<file path="src/rtl/in_dispatcher_pkg.sv">
// Shared constants, FSM encoding and helpers for the ingress packet dispatcher.
package in_dispatcher_pkg;

  localparam int unsigned NUM_CORES = 4;
  localparam int unsigned PTR_W     = 2;

  localparam logic [7:0] CTRL_BOP  = 8'hFF;
  localparam logic [7:0] CTRL_BODY = 8'h00;

  typedef enum logic [1:0] {StIdle, StReq, StStream} state_e;

  function automatic logic is_eop(input logic [7:0] ctrl);
    return (ctrl != CTRL_BODY) && (ctrl != CTRL_BOP);
  endfunction

  function automatic logic [15:0] sat_inc(input logic [15:0] v);
    return (v == 16'hFFFF) ? v : v + 16'd1;
  endfunction

endpackage

</file>
<file path="src/rtl/in_dispatch_fifo.sv">
// Show-ahead synchronous FIFO with synchronous clear and almost-full flag.
module in_dispatch_fifo #(
  parameter int unsigned AW        = 5,
  parameter int unsigned AF_MARGIN = 4,
  parameter int unsigned W         = 72
) (
  input  logic         clk,
  input  logic         reset,
  input  logic         wr,
  input  logic [W-1:0] wdata,
  input  logic         rd,
  output logic [W-1:0] rdata,
  output logic         empty,
  output logic         almost_full
);

  localparam int unsigned DEPTH   = 2 ** AW;
  localparam logic [AW:0] FULL_LVL = (AW + 1)'(DEPTH);
  localparam logic [AW:0] AF_LVL   = (AW + 1)'(DEPTH - AF_MARGIN);

  logic [W-1:0]  mem [DEPTH];
  logic [AW-1:0] wptr_q, rptr_q;
  logic [AW:0]   count_q;
  logic          full, do_wr, do_rd;

  assign empty       = (count_q == '0);
  assign full        = (count_q == FULL_LVL);
  assign almost_full = (count_q >= AF_LVL);
  assign do_rd       = rd && !empty;
  // A pop in the same cycle frees a slot, so a full FIFO can still accept.
  assign do_wr       = wr && (!full || do_rd);
  assign rdata       = mem[rptr_q];

  always_ff @(posedge clk) begin
    if (do_wr) mem[wptr_q] <= wdata;
  end

  always_ff @(posedge clk) begin
    if (reset) begin
      wptr_q  <= '0;
      rptr_q  <= '0;
      count_q <= '0;
    end else begin
      if (do_wr) wptr_q <= wptr_q + 1'b1;
      if (do_rd) rptr_q <= rptr_q + 1'b1;
      case ({do_wr, do_rd})
        2'b10:   count_q <= count_q + 1'b1;
        2'b01:   count_q <= count_q - 1'b1;
        default: count_q <= count_q;
      endcase
    end
  end

endmodule

</file>
<file path="src/rtl/in_dispatcher.sv">
// Splits the ingress packet stream into whole-packet transfers to cores, round-robin.
module in_dispatcher
  import in_dispatcher_pkg::*;
#(
  parameter int unsigned FIFO_AW     = 5,
  parameter int unsigned AF_MARGIN   = 4,
  parameter int unsigned ACK_TIMEOUT = 64
) (
  input  logic                 clk,
  input  logic                 reset,
  input  logic [63:0]          in_data,
  input  logic [7:0]           in_ctrl,
  input  logic                 in_wr,
  output logic                 in_rdy,
  input  logic [NUM_CORES-1:0] core_en,
  output logic [63:0]          out_data,
  output logic [NUM_CORES-1:0] out_wr,
  output logic [NUM_CORES-1:0] out_bop,
  output logic [NUM_CORES-1:0] out_eop,
  output logic [NUM_CORES-1:0] out_req,
  input  logic [NUM_CORES-1:0] out_ack,
  input  logic [NUM_CORES-1:0] out_rdy,
  output logic [15:0]          drop_cnt,
  output logic [15:0]          tmo_cnt
);

  localparam logic [7:0] TMO_LAST = 8'(ACK_TIMEOUT - 1);

  state_e               state_q;
  logic [PTR_W-1:0]     ptr_q;
  logic [7:0]           tmo_q;
  logic                 first_q;
  logic                 discard_q;
  logic [71:0]          head;
  logic [7:0]           head_ctrl;
  logic [63:0]          head_data;
  logic                 fifo_empty, fifo_af, pop, trunc;
  logic [NUM_CORES-1:0] ptr_oh;

  in_dispatch_fifo #(
    .AW        (FIFO_AW),
    .AF_MARGIN (AF_MARGIN),
    .W         (72)
  ) u_fifo (
    .clk         (clk),
    .reset       (reset),
    .wr          (in_wr),
    .wdata       ({in_ctrl, in_data}),
    .rd          (pop),
    .rdata       (head),
    .empty       (fifo_empty),
    .almost_full (fifo_af)
  );

  assign in_rdy    = !fifo_af;
  assign head_ctrl = head[71:64];
  assign head_data = head[63:0];
  assign ptr_oh    = {{(NUM_CORES - 1){1'b0}}, 1'b1} << ptr_q;
  // A bop showing up after the first word means the current packet lost its eop.
  assign trunc     = !fifo_empty && !first_q && (head_ctrl == CTRL_BOP);

  always_comb begin
    pop = 1'b0;
    case (state_q)
      StIdle:   pop = !fifo_empty && (core_en != '0) && (head_ctrl != CTRL_BOP);
      StStream: pop = !fifo_empty && out_rdy[ptr_q] && !trunc;
      default:  pop = 1'b0;
    endcase
  end

  always_ff @(posedge clk) begin
    if (reset) begin
      state_q   <= StIdle;
      ptr_q     <= '0;
      tmo_q     <= '0;
      first_q   <= 1'b0;
      discard_q <= 1'b0;
      out_data  <= '0;
      out_wr    <= '0;
      out_bop   <= '0;
      out_eop   <= '0;
      out_req   <= '0;
      drop_cnt  <= '0;
      tmo_cnt   <= '0;
    end else begin
      out_wr  <= '0;
      out_bop <= '0;
      out_eop <= '0;
      case (state_q)
        StIdle: begin
          if ((core_en != '0) && !fifo_empty) begin
            if (head_ctrl != CTRL_BOP) begin
              // Count a run of orphan words as a single dropped packet.
              if (!discard_q) drop_cnt <= sat_inc(drop_cnt);
              discard_q <= 1'b1;
            end else begin
              discard_q <= 1'b0;
              if (core_en[ptr_q]) begin
                state_q <= StReq;
                out_req <= ptr_oh;
                tmo_q   <= '0;
              end else begin
                ptr_q <= ptr_q + 1'b1;
              end
            end
          end
        end
        StReq: begin
          if (!core_en[ptr_q]) begin
            out_req <= '0;
            ptr_q   <= ptr_q + 1'b1;
            state_q <= StIdle;
          end else if (out_ack[ptr_q]) begin
            state_q <= StStream;
            first_q <= 1'b1;
          end else if (tmo_q == TMO_LAST) begin
            out_req <= '0;
            tmo_cnt <= sat_inc(tmo_cnt);
            ptr_q   <= ptr_q + 1'b1;
            state_q <= StIdle;
          end else begin
            tmo_q <= tmo_q + 1'b1;
          end
        end
        StStream: begin
          if (trunc) begin
            out_req  <= '0;
            drop_cnt <= sat_inc(drop_cnt);
            ptr_q    <= ptr_q + 1'b1;
            state_q  <= StIdle;
          end else if (pop) begin
            first_q  <= 1'b0;
            out_data <= head_data;
            out_wr   <= ptr_oh;
            if (head_ctrl == CTRL_BOP) out_bop <= ptr_oh;
            if (is_eop(head_ctrl)) begin
              out_eop <= ptr_oh;
              out_req <= '0;
              ptr_q   <= ptr_q + 1'b1;
              state_q <= StIdle;
            end
          end
        end
        default: state_q <= StIdle;
      endcase
    end
  end

endmodule

</file>
<file path="config.mk">
export PLATFORM = sky130hd
export DESIGN_NAME = in_dispatcher
export DESIGN_NICKNAME = d
export VERILOG_FILES = /design/src/rtl/in_dispatcher_pkg.sv /design/src/rtl/in_dispatch_fifo.sv /design/src/rtl/in_dispatcher.sv
export SDC_FILE = /design/constraint.sdc
export NUM_CORES = 2
export LEC_CHECK = 0
export CORE_UTILIZATION = 45
export DETAILED_ROUTE_END_ITERATION = 6
export GPL_ROUTABILITY_DRIVEN = 0
export HOLD_SLACK_MARGIN = 0.05
export PLACE_DENSITY = 0.63
export SLEW_MARGIN = 20
export SYNTH_ARGS = -nofsm -noshare
export SYNTH_HDL_FRONTEND = slang
export SYNTH_HIERARCHICAL = 1
export SYNTH_SLANG_ARGS = --single-unit
</file>
<file path="constraint.sdc">
create_clock -name clk -period 10.1 [get_ports clk]
set_input_delay 1.01 -clock clk [delete_from_list [all_inputs] [get_ports clk]]
set_output_delay 1.01 -clock clk [all_outputs]
set_load 0.1 [all_outputs]
</file>
==> impl_metrics.json <==
{
  "status": "completed",
  "viasPerCell": 5.975,
  "cts.hold.buffers_added": 0,
  "ys_seq_area_frac": 0.7670,
  "dieArea_um2": 210800,
  "worstHoldStart": "out_data[59]$_SDFFE_PP0P_",
  "synth_cell_types": 68,
  "rsz0062_at_grt": "no",
  "crit_path_frequent_cell": "buf_4",
  "slew_headroom": 0.2361,
  "place_hpwl_um": 129400,
  "track_usage": 0.2212,
  "cts_resized": 0,
  "drv_slew": 0,
  "crit_cells": 14,
  "startpoint_type": "flip-flop",
  "finalHoldViolCount": 0,
  "netlist_top_cells_area": "edfxtp_1 74%, mux4_2 16%, dfxtp_1 3.1%",
  "die_w_um": 459.1,
  "via_count": 44958,
  "numCtsBuffers": 236,
  "syn_area_um2": 94040,
  "cp_cell_sequence": "buf_4, mux4_2, mux2i_1, o22ai_1, a221o_1, nand4_1, nor2_1, o32a_2, inv_4, nand2b_1, o31a_1, nand2_1, nor2_4, buf_4",
  "ys_seq_elements": 2451,
  "critPathCaptureType": "flip-flop",
  "cp.buffers_inverters": 3,
  "critPathKind": "flip-flop to flip-flop",
  "cts_tree": "yes",
  "worstMarginPinSlew_ps": 1143,
  "num_io_pins": 200,
  "synth-async-reset-ratio": 0,
  "hold_class": "flip-flop to flip-flop",
  "timing.rr.end": "u_fifo/mem[20][8]$_DFFE_PP_",
  "clk_pin_slew_ps": 70,
  "crit_fanout": 45,
  "pre_cts_slack_ps": 2386,
  "insertion_delay_ps": 890,
  "final_layout_size_suffix_gt1_frac": 0.2755,
  "setup_tns_ps": 0,
  "holdPathEnd": "out_data[59]$_SDFFE_PP0P_",
  "synth_edf_count": 2304,
  "port_buffers": 199,
  "clock_tree.root_cell": "clkbuf_16",
  "crit_family": "simple AND/OR/NAND/NOR gates",
  "slowest_delay_ps": 1000,
  "cellPowerDensity_nw_per_um2": 219.5,
  "chipHeight_um": 459.1,
  "fin_crit_ps": 7671,
  "postSynthCellCount": 4198,
  "leakage_nw": 32.17,
  "cp.required_ps": 10540,
  "vdd_drop_max_v": 0.0002200,
  "slowest_stage": "dfxtp_4",
  "initial_core_util": 0.4537,
  "drtIter0Drc": 4903,
  "ant_nets": 0,
  "core-area_um2": 207300,
  "post-cts-setup-buffers": 0,
  "grtUsageMet1": 0.3111,
  "synth_ff_type": "edfxtp_1",
  "hold_depth": 2,
  "route.detailed.drc": 0,
  "grt_max_degree": 135,
  "synth_area_leader_cell": "edfxtp_1",
  "routed_wl_um": 230900,
  "total_power_mw": 23.65,
  "antenna_found_initial": 11,
  "firstDrtPassIters": 6,
  "fmax_ghz": 0.1304,
  "syn-num-nets": 4306,
  "grt_first_pass_wirelength_um": 333500,
  "avgRoutedWirePerCell_um": 30.69,
  "busiest_layer": "met2",
  "area_growth_pct": 14.58,
  "yosys_warnings": 6,
  "setup_viol": 0,
  "gr-total-overflow": 0,
  "skew_ps": 93.93,
  "finalWorstSetupSlack_ps": 2429,
  "cap_violations": 0,
  "use_met3": 0.03831,
  "clkSinkCount": 2451,
  "clockBufferDepth": 3,
  "rrSetupSlack_ps": 2430,
  "r2r_cells": 14,
  "synth_top_area_frac": 0.7357,
  "nNetsFinal": 4629,
  "grt_util_met2": 0.3624,
  "cp.arrival_ps": 8110,
  "row_count": 167,
  "syn_area_per_cell_um2": 22.40,
  "htreeDepth": 4,
  "period_share": 0.7595,
  "grt_pass1_vias": 45619
}
cells by family after synthesis:
family,count (synthesis),share of synthesized area
simple gates,303,0.01702
flops,2451,0.7670
mux,834,0.1789
buf+inv,267,0.01248
fa+ha+maj,21,0.002874
xor+xnor,12,0.001118
compound gates,310,0.02066
metal layers:
layer,up-vias,share of wire
li1,18546,-
met2,1773,0.50
met1,24378,0.41
met3,259,0.073
met4,2,0.019
met5,-,0.000030
power by group:
group	internal [mW]	switching [mW]
Sequential	11.2	0.119
Clock	5.12	3.82
Combinational	1.49	1.87
state kept, by name, indices dropped and copies added (netlist names), 5 cells and up, named ones only:
name and cells:
u_fifo/mem 2304, u_fifo/rptr_q 5, u_fifo/wptr_q 5, tmo_cnt 16, tmo_q 8, u_fifo/count_q 6
out_data 64, drop_cnt 16
cell type report:
type	instances	area, um^2
tap	2788	3488
antenna	13	32.53
clock inverter	144	1679
fill	16028	99530
timing repair buffer	325	3069
inverter	27	106.4
clock buffer	296	6222
sequential	2451	72150
multi-input combinational	1480	21010
placed cells by master (no fill, tap or decap), drive strengths merged, types with 87 or more instances in the layout:
cell           synthesis  layout
dfxtp                147     147
mux4                 669     669
clkdlybuf4s50          0     169
edfxtp              2304    2304
a21oi                107     107
clkinv                 0      97
buf                  119     156
clkbuf               121     296
o21ai                 87      87
nand3                 88      88
cells in the mapped netlist, types with 4 or more instances:
cell,number
o41ai_1,6
o311ai_0,6
mux2_2,81
inv_1,27
nand2b_1,9
buf_4,8
nand4_1,9
dfxtp_1,147
a221o_1,14
a21oi_1,107
mux4_2,669
o31ai_1,19
or3_1,17
a21o_1,4
nor3_1,13
mux2i_1,84
and3_1,6
buf_2,71
nor2_1,70
buf_1,33
or4_1,24
o22ai_1,14
nor4_1,10
xor2_1,9
o21ai_0,86
nand3_1,88
nand2_1,26
clkbuf_1,121
and2_1,5
ha_1,20
o221ai_1,12
nor2b_1,6
buf_6,7
o22a_1,12
edfxtp_1,2304
o211ai_1,5
or2_2,4
per-stage QoR:
step	hold WS [ps]	std cells	cell area (um^2)	util
2_1_floorplan	447.2	4198	94040	-
3_3_place_gp	459.5	7070	99930	0.4821
3_5_place_dp	468.9	7071	99930	0.4821
4_1_cts	477.4	7511	107800	0.5202
5_1_grt	497.9	7516	107700	0.5197
6_report	475.4	7524	107800	0.5198
worst reg2reg max path: stages (launching register included):
cell	delay (ps)
dfxtp_4	1000
buf_4	560
mux4_2	570
mux2i_1	220
o22ai_1	170
a221o_1	380
nand4_1	400
nor2_1	240
o32a_2	470
inv_4	430
nand2b_1	280
o31a_1	360
nand2_1	520
nor2_4	1000
buf_4	600
worst max-delay path by stage:
stage	startpoint	endpoint	slack, ps
after floorplan	flip-flop	u_fifo/mem[31][0]$_DFFE_PP_	2150
after global placement	flip-flop	u_fifo/mem[7][59]$_DFFE_PP_	2450
after detailed placement	flip-flop	u_fifo/mem[20][50]$_DFFE_PP_	2390
after CTS	flip-flop	u_fifo/mem[20][18]$_DFFE_PP_	2330
after global routing	flip-flop	u_fifo/mem[20][18]$_DFFE_PP_	2030
final	flip-flop	u_fifo/mem[20][8]$_DFFE_PP_	2430
No activity file was read; power rests on OpenSTA's default activity.
